## config.mk

```make
export PLATFORM = sky130hd
export DESIGN_NAME = imem_loader
export DESIGN_NICKNAME = d
export VERILOG_FILES = /design/src/rtl/imem_loader.sv
export SDC_FILE = /design/constraint.sdc
export NUM_CORES = 1
export LEC_CHECK = 0
export CORE_UTILIZATION = 50
export DETAILED_ROUTE_END_ITERATION = 10
export HOLD_SLACK_MARGIN = 0.1
export PLACE_DENSITY_LB_ADDON = 0.1
export SYNTH_ARGS = -nofsm -noshare
export SYNTH_HDL_FRONTEND = slang
export SYNTH_SLANG_ARGS = --single-unit
```

## constraint.sdc

```tcl
create_clock -name clk -period 2.85 [get_ports clk]
set_input_delay 0.4275 -clock clk [delete_from_list [all_inputs] [get_ports clk]]
set_output_delay 0.4275 -clock clk [all_outputs]
set_load 0.005 [all_outputs]
```

## src/rtl/imem_loader.sv

```systemverilog
// Instruction-memory loader: parses a framed byte stream, writes 16-bit words, releases CPU on good checksum.
// Latency: one accepted byte per cycle; each word write adds a one-cycle WR bubble after its low byte.
// Backpressure: s_ready drops only during the WR bubble (and while rst is high).
//
// Ports:
//   clk, rst                    : clock, synchronous active-high reset
//   s_valid, s_data, s_ready    : incoming byte stream (valid/ready handshake)
//   mem_wr, mem_waddr, mem_wdata: instruction-memory write port (outputs hold between writes)
//   cpu_rst, busy, done, err    : CPU reset control and load status
module imem_loader #(
    parameter int   AWIDTH      = 8,
    parameter logic CPU_RST_POL = 1'b0,
    parameter int   TIMEOUT     = 1024
) (
    input  logic              clk,
    input  logic              rst,
    input  logic              s_valid,
    input  logic [7:0]        s_data,
    output logic              s_ready,
    output logic              mem_wr,
    output logic [AWIDTH-1:0] mem_waddr,
    output logic [15:0]       mem_wdata,
    output logic              cpu_rst,
    output logic              busy,
    output logic              done,
    output logic              err
);
    typedef enum logic [2:0] {IDLE, LEN, HI, LO, WR, CHK, DONE, ERR} state_t;

    localparam int TW = $clog2(TIMEOUT + 1);

    state_t            state_q, state_d;
    logic [AWIDTH-1:0] addr_q, addr_d;
    logic [7:0]        cnt_q, cnt_d;
    logic [7:0]        csum_q, csum_d;
    logic [7:0]        hi_q, hi_d;
    logic [TW-1:0]     tmo_q, tmo_d;
    logic [AWIDTH-1:0] waddr_q, waddr_d;
    logic [15:0]       wdata_q, wdata_d;
    logic              accept;
    logic              waiting;

    always_ff @(posedge clk) begin
        if (rst) begin
            state_q <= IDLE;
            addr_q  <= '0;
            cnt_q   <= '0;
            csum_q  <= '0;
            hi_q    <= '0;
            tmo_q   <= '0;
            waddr_q <= '0;
            wdata_q <= '0;
        end else begin
            state_q <= state_d;
            addr_q  <= addr_d;
            cnt_q   <= cnt_d;
            csum_q  <= csum_d;
            hi_q    <= hi_d;
            tmo_q   <= tmo_d;
            waddr_q <= waddr_d;
            wdata_q <= wdata_d;
        end
    end

    // Rst gates the handshake and status combinationally so a mid-frame reset
    // stops acceptance, writes and CPU release before the reset edge lands.
    assign s_ready   = !rst && (state_q != WR);
    assign accept    = s_valid && s_ready;
    assign mem_wr    = !rst && (state_q == WR);
    assign mem_waddr = waddr_q;
    assign mem_wdata = wdata_q;
    assign busy      = !rst && (state_q inside {LEN, HI, LO, WR, CHK});
    assign done      = !rst && (state_q == DONE);
    assign err       = !rst && (state_q == ERR);
    assign cpu_rst   = (!rst && state_q == DONE) ? ~CPU_RST_POL : CPU_RST_POL;

    // States that wait on the stream; WR is excluded so its bubble is not idle time.
    assign waiting   = (state_q inside {LEN, HI, LO, CHK});

    always_comb begin
        state_d = state_q;
        addr_d  = addr_q;
        cnt_d   = cnt_q;
        csum_d  = csum_q;
        hi_d    = hi_q;
        tmo_d   = '0;
        waddr_d = waddr_q;
        wdata_d = wdata_q;

        case (state_q)
            IDLE, DONE, ERR: begin
                if (accept && s_data == 8'hA5) begin
                    state_d = LEN;
                    addr_d  = '0;
                    cnt_d   = '0;
                    csum_d  = '0;
                end
            end
            LEN: begin
                if (accept) begin
                    if (s_data == 8'h00) begin
                        state_d = ERR;
                    end else begin
                        cnt_d   = s_data;
                        state_d = HI;
                    end
                end
            end
            HI: begin
                if (accept) begin
                    hi_d    = s_data;
                    csum_d  = csum_q ^ s_data;
                    state_d = LO;
                end
            end
            LO: begin
                if (accept) begin
                    csum_d  = csum_q ^ s_data;
                    // Output registers load here so they stay stable outside WR.
                    waddr_d = addr_q;
                    wdata_d = {hi_q, s_data};
                    state_d = WR;
                end
            end
            WR: begin
                addr_d  = addr_q + AWIDTH'(1);
                cnt_d   = cnt_q - 8'd1;
                state_d = (cnt_q == 8'd1) ? CHK : HI;
            end
            CHK: begin
                if (accept) begin
                    state_d = (s_data == csum_q) ? DONE : ERR;
                end
            end
            default: state_d = IDLE;
        endcase

        // Idle-gap watchdog inside a frame; an accepted byte always restarts it.
        if (waiting && !accept) begin
            if (tmo_q == TW'(TIMEOUT - 1)) begin
                state_d = ERR;
            end else begin
                tmo_d = tmo_q + TW'(1);
            end
        end
    end
endmodule
```

======== After elaboration in Yosys (flattened, before gate mapping) ========
Index checks and enable logic that the tools add are counted.
word-level totals
  output and inout port bits .............. 30
  word-level logic and storage cells ...... 73
  flip-flop bits (word level) ............. 70
cells by class
  equal/unequal tests ..................... 16
  reductions and logical operators ........ 25
  add/subtract/negate cells ............... 3
  bitwise gates (word level) .............. 2
  multiplexer cells ....................... 19
operator list
  operator                                                                  number
  8-bit 2-to-1 mux                                                          4
  8-bit one-hot mux with 2 select lines                                     2
  3-bit 2-to-1 mux                                                          9
  8-bit one-hot mux with 3 select lines                                     1
  3-bit one-hot mux with 6 select lines                                     1
  3-bit equality test (second input constant)                               4
  11-bit by 1-bit adder with 11-bit output (second input constant)          1
  11-bit by 10-bit equality test with 1-bit output (second input constant)  1
  8-bit by 1-bit adder with 8-bit output (second input constant)            1
  8-bit by 1-bit equality test with 1-bit output (second input constant)    1
  8-bit equality test                                                       1
  8-bit equality test (second input constant)                               1
  1-bit logical AND                                                         8
  8-bit logical NOT                                                         1
  8-bit by 1-bit subtractor with 8-bit output (second input constant)       1
  8-bit XOR                                                                 1
  3-bit by 2-bit equality test with 1-bit output (second input constant)    2
  2-bit != test (second input constant)                                     3
  2-bit AND reduction                                                       3
  3-bit OR reduction                                                        2
  5-bit nonzero test                                                        1
  4-bit AND reduction                                                       1
  2-bit nonzero test                                                        2
  4-bit nonzero test                                                        1
  10 further kinds                                                          12

======== Depth between registers and ports, before layout ========
Gate-level depths: netlist (run 1).
  word-level depth ........................ 8
  depth in mapped cells ................... 7

======== Least setup slack after synthesis (run 1) ========
OpenSTA, ideal clock, no wires.
  path kind ............................... input to register
  start point ............................. in s_data[3]
  end point ............................... reg cnt_q[3]
  required time ........................... 2720 ps
  arrival time ............................ 2065 ps
  stages .................................. 7
  library setup time ...................... 130 ps
  setup slack ............................. 654 ps
  cells stage by stage .................... buf_2 or4_4 nor4_4 o22ai_2 buf_2 o211ai_1 o31ai_1
between the ends
  word-level cells in the longest chain between the ends .. 4
ends and longest elaborated chain
  what                           line  source
  start, declared                18    input logic [7:0] s_data,
  8-bit equality test            92    if (accept && s_data == 8'hA5) begin
  1-bit logical AND              92
  2-bit != test (no line)        --
  4-bit AND reduction (no line)  --
  end signal, assigned           56    cnt_q <= cnt_d;
  end, declared                  34    logic [7:0] cnt_q, cnt_d;
Parallel ways exist; a longest one is shown, timed or not. The select of a mux whose other input is x is not followed.
A chain may end at the register's enable or synchronous reset.

======== Worst setup path in the final report (run 1) ========
  start point ............................. reg state_q[0]
  end point ............................... out mem_wr
between the ends
  word-level cells in the longest chain between the ends .. 2
ends and longest elaborated chain
  what                    line  source
  start, declared         32    state_t state_q, state_d;
  start signal, assigned  54    state_q <= state_d;
  3-bit equality test     69    assign mem_wr = !rst && (state_q == WR);
  1-bit logical AND       69
  end, declared           20    output logic mem_wr,
No other way between the ends.

==> results of run 1 <==
layer usage:
metal / part of all wire / track usage / vias up / wire length, um
met4: 0.020 / 0.0972 / 0 / 160
li1: - / - / 1512 / -
met3: 0.056 / 0.0586 / 15 / 457
met2: 0.46 / 0.375 / 83 / 3730
met5: 0 / 0 / - / 0
met1: 0.47 / 0.310 / 1423 / 3830
flip-flops by register name, indices dropped and copies added, names as in the netlist:
name       count
hi_q           8
addr_q         8
tmo_q         11
state_q        3
csum_q         8
mem_waddr      8
mem_wdata     16
cnt_q          8
worst register-to-register path: cells and delay by family, from the launching register on:
kind / cells / cell delay, ns
AO/OA/AOI/OAI: 3 / 1.08
AND/OR/NAND/NOR: 1 / 0.08
buffers and inverters: 2 / 0.45
flip-flops: 1 / 0.41
cell type report:
class | count | area, um2
clock buffers | 10 | 138
inverters | 4 | 15.0
clock inverters | 6 | 68.8
multi-input cells | 305 | 1750
well taps | 77 | 96.3
fillers | 565 | 2330
flip-flops and latches | 70 | 1400
repair buffers | 60 | 546
logic make-up (layout without fill, tap and decap cells):
family / count (synthesis) / after routing / share of synthesized area
buffers and inverters: 35 / 80 / 0.0443
AOI/OAI and AO/OA: 93 / 93 / 0.164
and+or+nand+nor: 179 / 179 / 0.272
xor gates and xnor gates: 21 / 21 / 0.0557
muxes: 8 / 8 / 0.0243
DFF: 70 / 70 / 0.424
adders and majority gates: 4 / 4 / 0.0152
cells in the final DEF, fill, tap and decap left out, drive strengths merged, types with 7 or more instances in the layout:
cell type	Yosys	routed
dfxtp	70	70
nand2	61	61
a21oi	47	47
clkdlybuf4s50	0	39
nor2	36	36
o21ai	25	25
buf	5	21
xor2	15	15
nor3	12	12
nand3	10	10
clkbuf	26	10
mux2i	8	8
nand3b	8	8
nand4	7	7
nor2b	7	7
nor4	7	7
how the worst min path moves through the flow:
stage	to	slack (ns)	cells past startpoint
after floorplan	tmo_q[0]	0.43	1
after global placement	mem_wdata[14]	0.44	2
after detailed placement	mem_waddr[7]	0.45	2
after CTS	tmo_q[6]	0.46	3
after global routing	mem_waddr[4]	0.48	2
final	tmo_q[8]	0.45	3
per-stage QoR:
step                worst slack [ns]  utilization
floorplan                      0.654            -
global placement               0.248        0.600
detailed placement             0.135        0.600
CTS                            0.288        0.633
global route                   0.195        0.633
finish                         0.277        0.633
power by group:
group	switching, mW	internal, mW
logic	0.0517	0.0315
clock network	0.400	0.432
registers	0.000183	0.977
==> summary.txt, run 1 <==
Drt
  • # DRC: 0
  • Vias per cell: 5.70
  • DR WL/cell: 15.4 um
  • Vias: 3033
  • Drt total wl: 8180 um
  • DRT iter0 DRCs: 299
  • TritonRoute pass-1 iters: 6
  • ANT nets after route: 0

Global route
  • Largest net degree at the start of global routing: 36
  • Vias in the first global route: 2619
  • Antenna violations before repair: 0
  • Total grt overflow: 0
  • Global-route wire length before repair: 13000 um
  • All-layer global routing usage: 0.237

Clock tree
  • CTS tree: yes
  • CTS Buffer Depth: 2
  • H-tree depth: 3
  • Hold_buf cts: 0
  • CTS buffer count: 9
  • Skew-Pair Late Insertion Delay: 0.36 ns
  • Clk slew on worst S/H paths: 0.08 ns
  • Root Driver: clkbuf_8
  • Setup Buffers After CTS: 0
  • Post-CTS resize count: 0
  • Clk sinks: 70

Power and ir drop
  • Pleak: 1.36 nW
  • Cell Pwr Density: 471 mW/mm2
  • Maximum vdd ir drop: 0.407 mV
  • Total power: 1.89 mW

Die
  • I/O pin cnt: 41
  • Die Span X: 83.3 um
  • Row count: 29
  • Initial Util: 0.520
  • Core ar.: 0.00635 mm2
  • DIE HEIGHT: 83.3 um
  • Die area: 0.00693 mm2

Setup path
  • WS Path Type: reg2out
  • Crit path to: mem_wr
  • Critical R2R Launch: state_q[1]
  • CP bufs+invs: 1
  • Worst r2r path cells: 6
  • Worst reg2reg setup slack: 0.70 ns
  • CP Capture Type: output port
  • Worst path slowest cell: or3b_2
  • Worst Path Arrival: 2.15 ns
  • Crit path from: state_q[0]
  • Crit path depth: 3
  • Delay-heaviest family, CP: simple AND/OR/NAND/NOR gates
  • Critical Path RT: 2.42 ns
  • Startpoint Class: flip-flop
  • Critical Path Max Stage Delay: 0.67 ns
  • Critical path cell sequence: or3b_2, nor2_1, clkdlybuf4s50_1
  • Max FO, Critical Path: 13
  • RR Endpoint: cnt_q[6]

Synth
  • Post-synth top flop: dfxtp_1
  • Number of synthesized register bits: 70
  • Synth cell types: 44
  • Post-synth net total: 425
  • Number of enable flip-flop cells after synthesis: 0
  • Area contributors post-synth: dfxtp_1, a21oi_1, nand2_1, nor2_1, xor2_1
  • Cell taking the most area after synthesis: dfxtp_1
  • Count leader, synth: dfxtp_1
  • Post-Syn Instances: 410
  • Async S/R FF share, synth: 0
  • Synth Warn #: 0
  • Synth top area share: 0.424
  • Synth Cell Area: 0.00330 mm2
  • Mean Syn Cell Area: 8.05 um2
  • Post-synth top cells: dfxtp_1, nand2_1, a21oi_1
  • Seq/Total Area, Yosys: 0.424

STA
  • Tightest Pin Transition: 0.710 ns
  • Final Hold Fails: 0
  • Hold Slack: 0.453 ns
  • Maximum operating frequency: 389 MHz
  • RSZ-0062 raised after global routing: no
  • Final Cycle Share: 0.903
  • Skew final: 0.00783 ns
  • Tmin final: 2.57 ns
  • Setup TNS: 0 ns
  • Final Setup Violations: 0
  • Pins over their slew limit: 0
  • Slew HR: 0.515

Place
  • Final GP Congestion: 0.858
  • I/O Buffers: 40
  • Dpl hpwl: 5530 um
  • Cells after DPL: 516
  • DP Area: 0.00381 mm2

Cells and area
  • Final cell count without fillers: 532
  • Layout cells sized above 1: 0.101
  • Area added between synthesis and finish: 21.7%
  • Final Instance Area: 0.00402 mm2
  • Nets: 465
  • Antenna diodes: 0

Outcome
  • Outcome: finished clean

Worst hold path
  • Hold path startpoint: rst
  • Min-Delay Path Class: in2reg

Job
  • Max cap viols: 0
(Power assumes the default switching activity.)
==> run 2, diff against run 1 <==
--- a/config.mk
+++ b/config.mk
@@ -5,6 +5,7 @@
 export SDC_FILE = /design/constraint.sdc
 export NUM_CORES = 1
 export LEC_CHECK = 0
+export ABC_CLOCK_PERIOD_IN_PS = 2850
 export CORE_UTILIZATION = 50
 export DETAILED_ROUTE_END_ITERATION = 10
 export HOLD_SLACK_MARGIN = 0.1
==> results of run 2 <==
The final DEF is identical to that of run 1; final timing and power are the same.
==> run 3, diff against run 2 <==
--- a/config.mk
+++ b/config.mk
@@ -6,6 +6,7 @@
 export NUM_CORES = 1
 export LEC_CHECK = 0
 export ABC_CLOCK_PERIOD_IN_PS = 2850
+export CORE_MARGIN = 2
 export CORE_UTILIZATION = 50
 export DETAILED_ROUTE_END_ITERATION = 10
 export HOLD_SLACK_MARGIN = 0.1
@@ -13,3 +14,4 @@
 export SYNTH_ARGS = -nofsm -noshare
 export SYNTH_HDL_FRONTEND = slang
 export SYNTH_SLANG_ARGS = --single-unit
+export TNS_END_PERCENT = 10
==> summary.txt, run 3 (same netlist as run 1, synthesis figures left out) <==
Cells and area
  • Commonest non-fill, non-tap cell in the layout: dfxtp_1
  • Most frequent cells in the layout: dfxtp_1, nand2_1, a21oi_1, clkdlybuf4s50_1, nor2_1
  • Area added between synthesis and finish: 21.1%
  • Nets: 464 (-0.22%)
  • Antenna diodes: 0 (unchanged)
  • Max reg flops: 16 (unchanged)
  • Layout cells sized above 1: 0.0991 (-0.00198)
  • Final Instance Area: 0.00400 mm2 (-0.50%)
  • Fillcell total: 570 (+0.88%)
  • Post-layout util: 0.626 (-0.00673)

Die
  • Die Span X: 85.3 um (+2.4%)
  • Core ar.: 0.00639 mm2 (+0.57%)
  • I/O pin cnt: 41 (unchanged)
  • DIE HEIGHT: 85.3 um (+2.4%)
  • Initial Util: 0.517 (-0.00295)
  • Die area: 0.00727 mm2 (+4.9%)
  • Row count: 29 (unchanged)

Drt
  • # DRC: 0 (unchanged)
  • Drt total wl: 7960 um (-2.6%)
  • Vias per cell: 5.66 (-0.74%)
  • DR WL/cell: 15.0 um (-2.4%)
  • DRT iter0 DRCs: 175 (-41%)
  • Vias: 3005 (-0.92%)
  • TritonRoute pass-1 iters: 4 (-2)
  • ANT nets after route: 0 (unchanged)

STA
  • Tightest Pin Transition: 0.651 ns (-0.0582 ns)
  • RSZ-0062 raised after global routing: no
  • Skew final: 0.0119 ns (+0.00409 ns)
  • Slew HR: 0.562 (+0.0471)
  • Final Hold Fails: 0 (unchanged)
  • Pins over their slew limit: 0 (unchanged)
  • Tmin final: 2.57 ns (-0.00176 ns)
  • Final Cycle Share: 0.902 (about the same)
  • Final Setup Violations: 0 (unchanged)
  • Setup TNS: 0 ns (unchanged)
  • Maximum operating frequency: 389 MHz (about the same)

Worst hold path
  • Min-Delay Path Class: reg2reg
  • Hold path startpoint: mem_wdata[13]

Place
  • DP Area: 0.00382 mm2 (+0.13%)
  • Dpl hpwl: 5490 um (-0.68%)
  • Final GP Congestion: 0.836 (-2.6%)
  • I/O Buffers: 40 (unchanged)

Setup path
  • Worst path slowest cell: or3b_2
  • WS Path Type: reg2out
  • Critical R2R Launch: state_q[1]
  • Critical Path Max Stage Delay: 0.67 ns (about the same)
  • CP Capture Type: output port
  • Startpoint Class: flip-flop
  • Worst Path Arrival: 2.14 ns (about the same)
  • Critical Path RT: 2.42 ns (about the same)
  • Critical path cell sequence: or3b_2, nor2_1, clkdlybuf4s50_1
  • Delay-heaviest family, CP: simple AND/OR/NAND/NOR gates
  • Max FO, Critical Path: 13 (unchanged)
  • Crit path from: state_q[0]
  • CP bufs+invs: 1 (unchanged)

Clock tree
  • Root Driver: clkbuf_8
  • Post-CTS resize count: 0 (unchanged)
  • H-tree depth: 3 (unchanged)
  • CTS tree: yes
  • Skew-Pair Late Insertion Delay: 0.36 ns (about the same)
  • Setup Buffers After CTS: 0 (unchanged)
  • CTS buffer count: 9 (unchanged)
  • Clk slew on worst S/H paths: 0.08 ns (about the same)
  • Hold_buf cts: 0 (unchanged)
  • CTS Buffer Depth: 2 (unchanged)
  • Clk sinks: 70 (unchanged)

Global route
  • Global-route wire length before repair: 12900 um (-0.27%)
  • All-layer global routing usage: 0.226 (-0.0111)
  • Antenna violations before repair: 0 (unchanged)
  • Largest net degree at the start of global routing: 35 (-2.8%)
  • Vias in the first global route: 2687 (+2.6%)
  • Total grt overflow: 0 (unchanged)

Power and ir drop
  • Maximum vdd ir drop: 0.305 mV (-25%)
  • Cell Pwr Density: 451 mW/mm2 (-4.1%)
  • Pleak: 1.35 nW (-0.85%)

Outcome
  • Outcome: finished clean

Job
  • Max cap viols: 0 (unchanged)
[run 3: cell types whose count changed in the layout (fill, tap and decap cells not counted)]
cell,change
buf_4,-2
clkinv_2,+1
clkinv_4,-1
inv_6,+1
bufinv_16,-1
buf_12,+1
[run 3: worst min-delay path, cell delays in order (launching register included)]
cell	delay, ns
dfxtp_1	0.31
nand2_1	0.05
a21oi_1	0.05
[run 3: cell type report]
cell class / instances / area, um2 / share of cell area
sequential: 70 / 1400 / 0.350
multi-input combinational: 305 / 1750 / 0.439
inverter: 4 / 15.0 / 0.00375
clock buffer: 10 / 138 / 0.0344
clock inverter: 6 / 43.8 / 0.0110
tap: 77 / 96.3 / 0.0241
timing repair buffer: 59 / 551 / 0.138
[run 3: worst paths after layout]
path                    to  slack [ns]  depth (start not counted)
max reg2reg       cnt_q[5]        0.70                          8
min          mem_wdata[13]        0.45                          2
min reg2reg  mem_wdata[13]        0.45                          2
max                 mem_wr        0.28                          3
[run 3: stage by stage]
stage	power [mW]	std cells	hold WS, ns	worst slack (ns)
2_1_floorplan	1.04	410	0.426	0.654
3_3_place_gp	1.08	515	0.443	0.345
3_5_place_dp	1.08	515	0.446	0.269
4_1_cts	1.82	531	0.457	0.302
5_1_grt	1.87	531	0.470	0.232
6_report	1.81	531	0.454	0.278
[run 3: power breakdown]
group | switching, mW | internal (mW)
sequential | 0.000174 | 0.977
clock | 0.405 | 0.344
combinational | 0.0491 | 0.0307
[run 3: routing by layer]
metal	global-route usage	routed length, um	vias up
li1	-	-	1507
met1	0.299	3690	1398
met2	0.356	3690	85
met3	0.0467	432	15
met4	0.104	144	0
met5	0	0	-
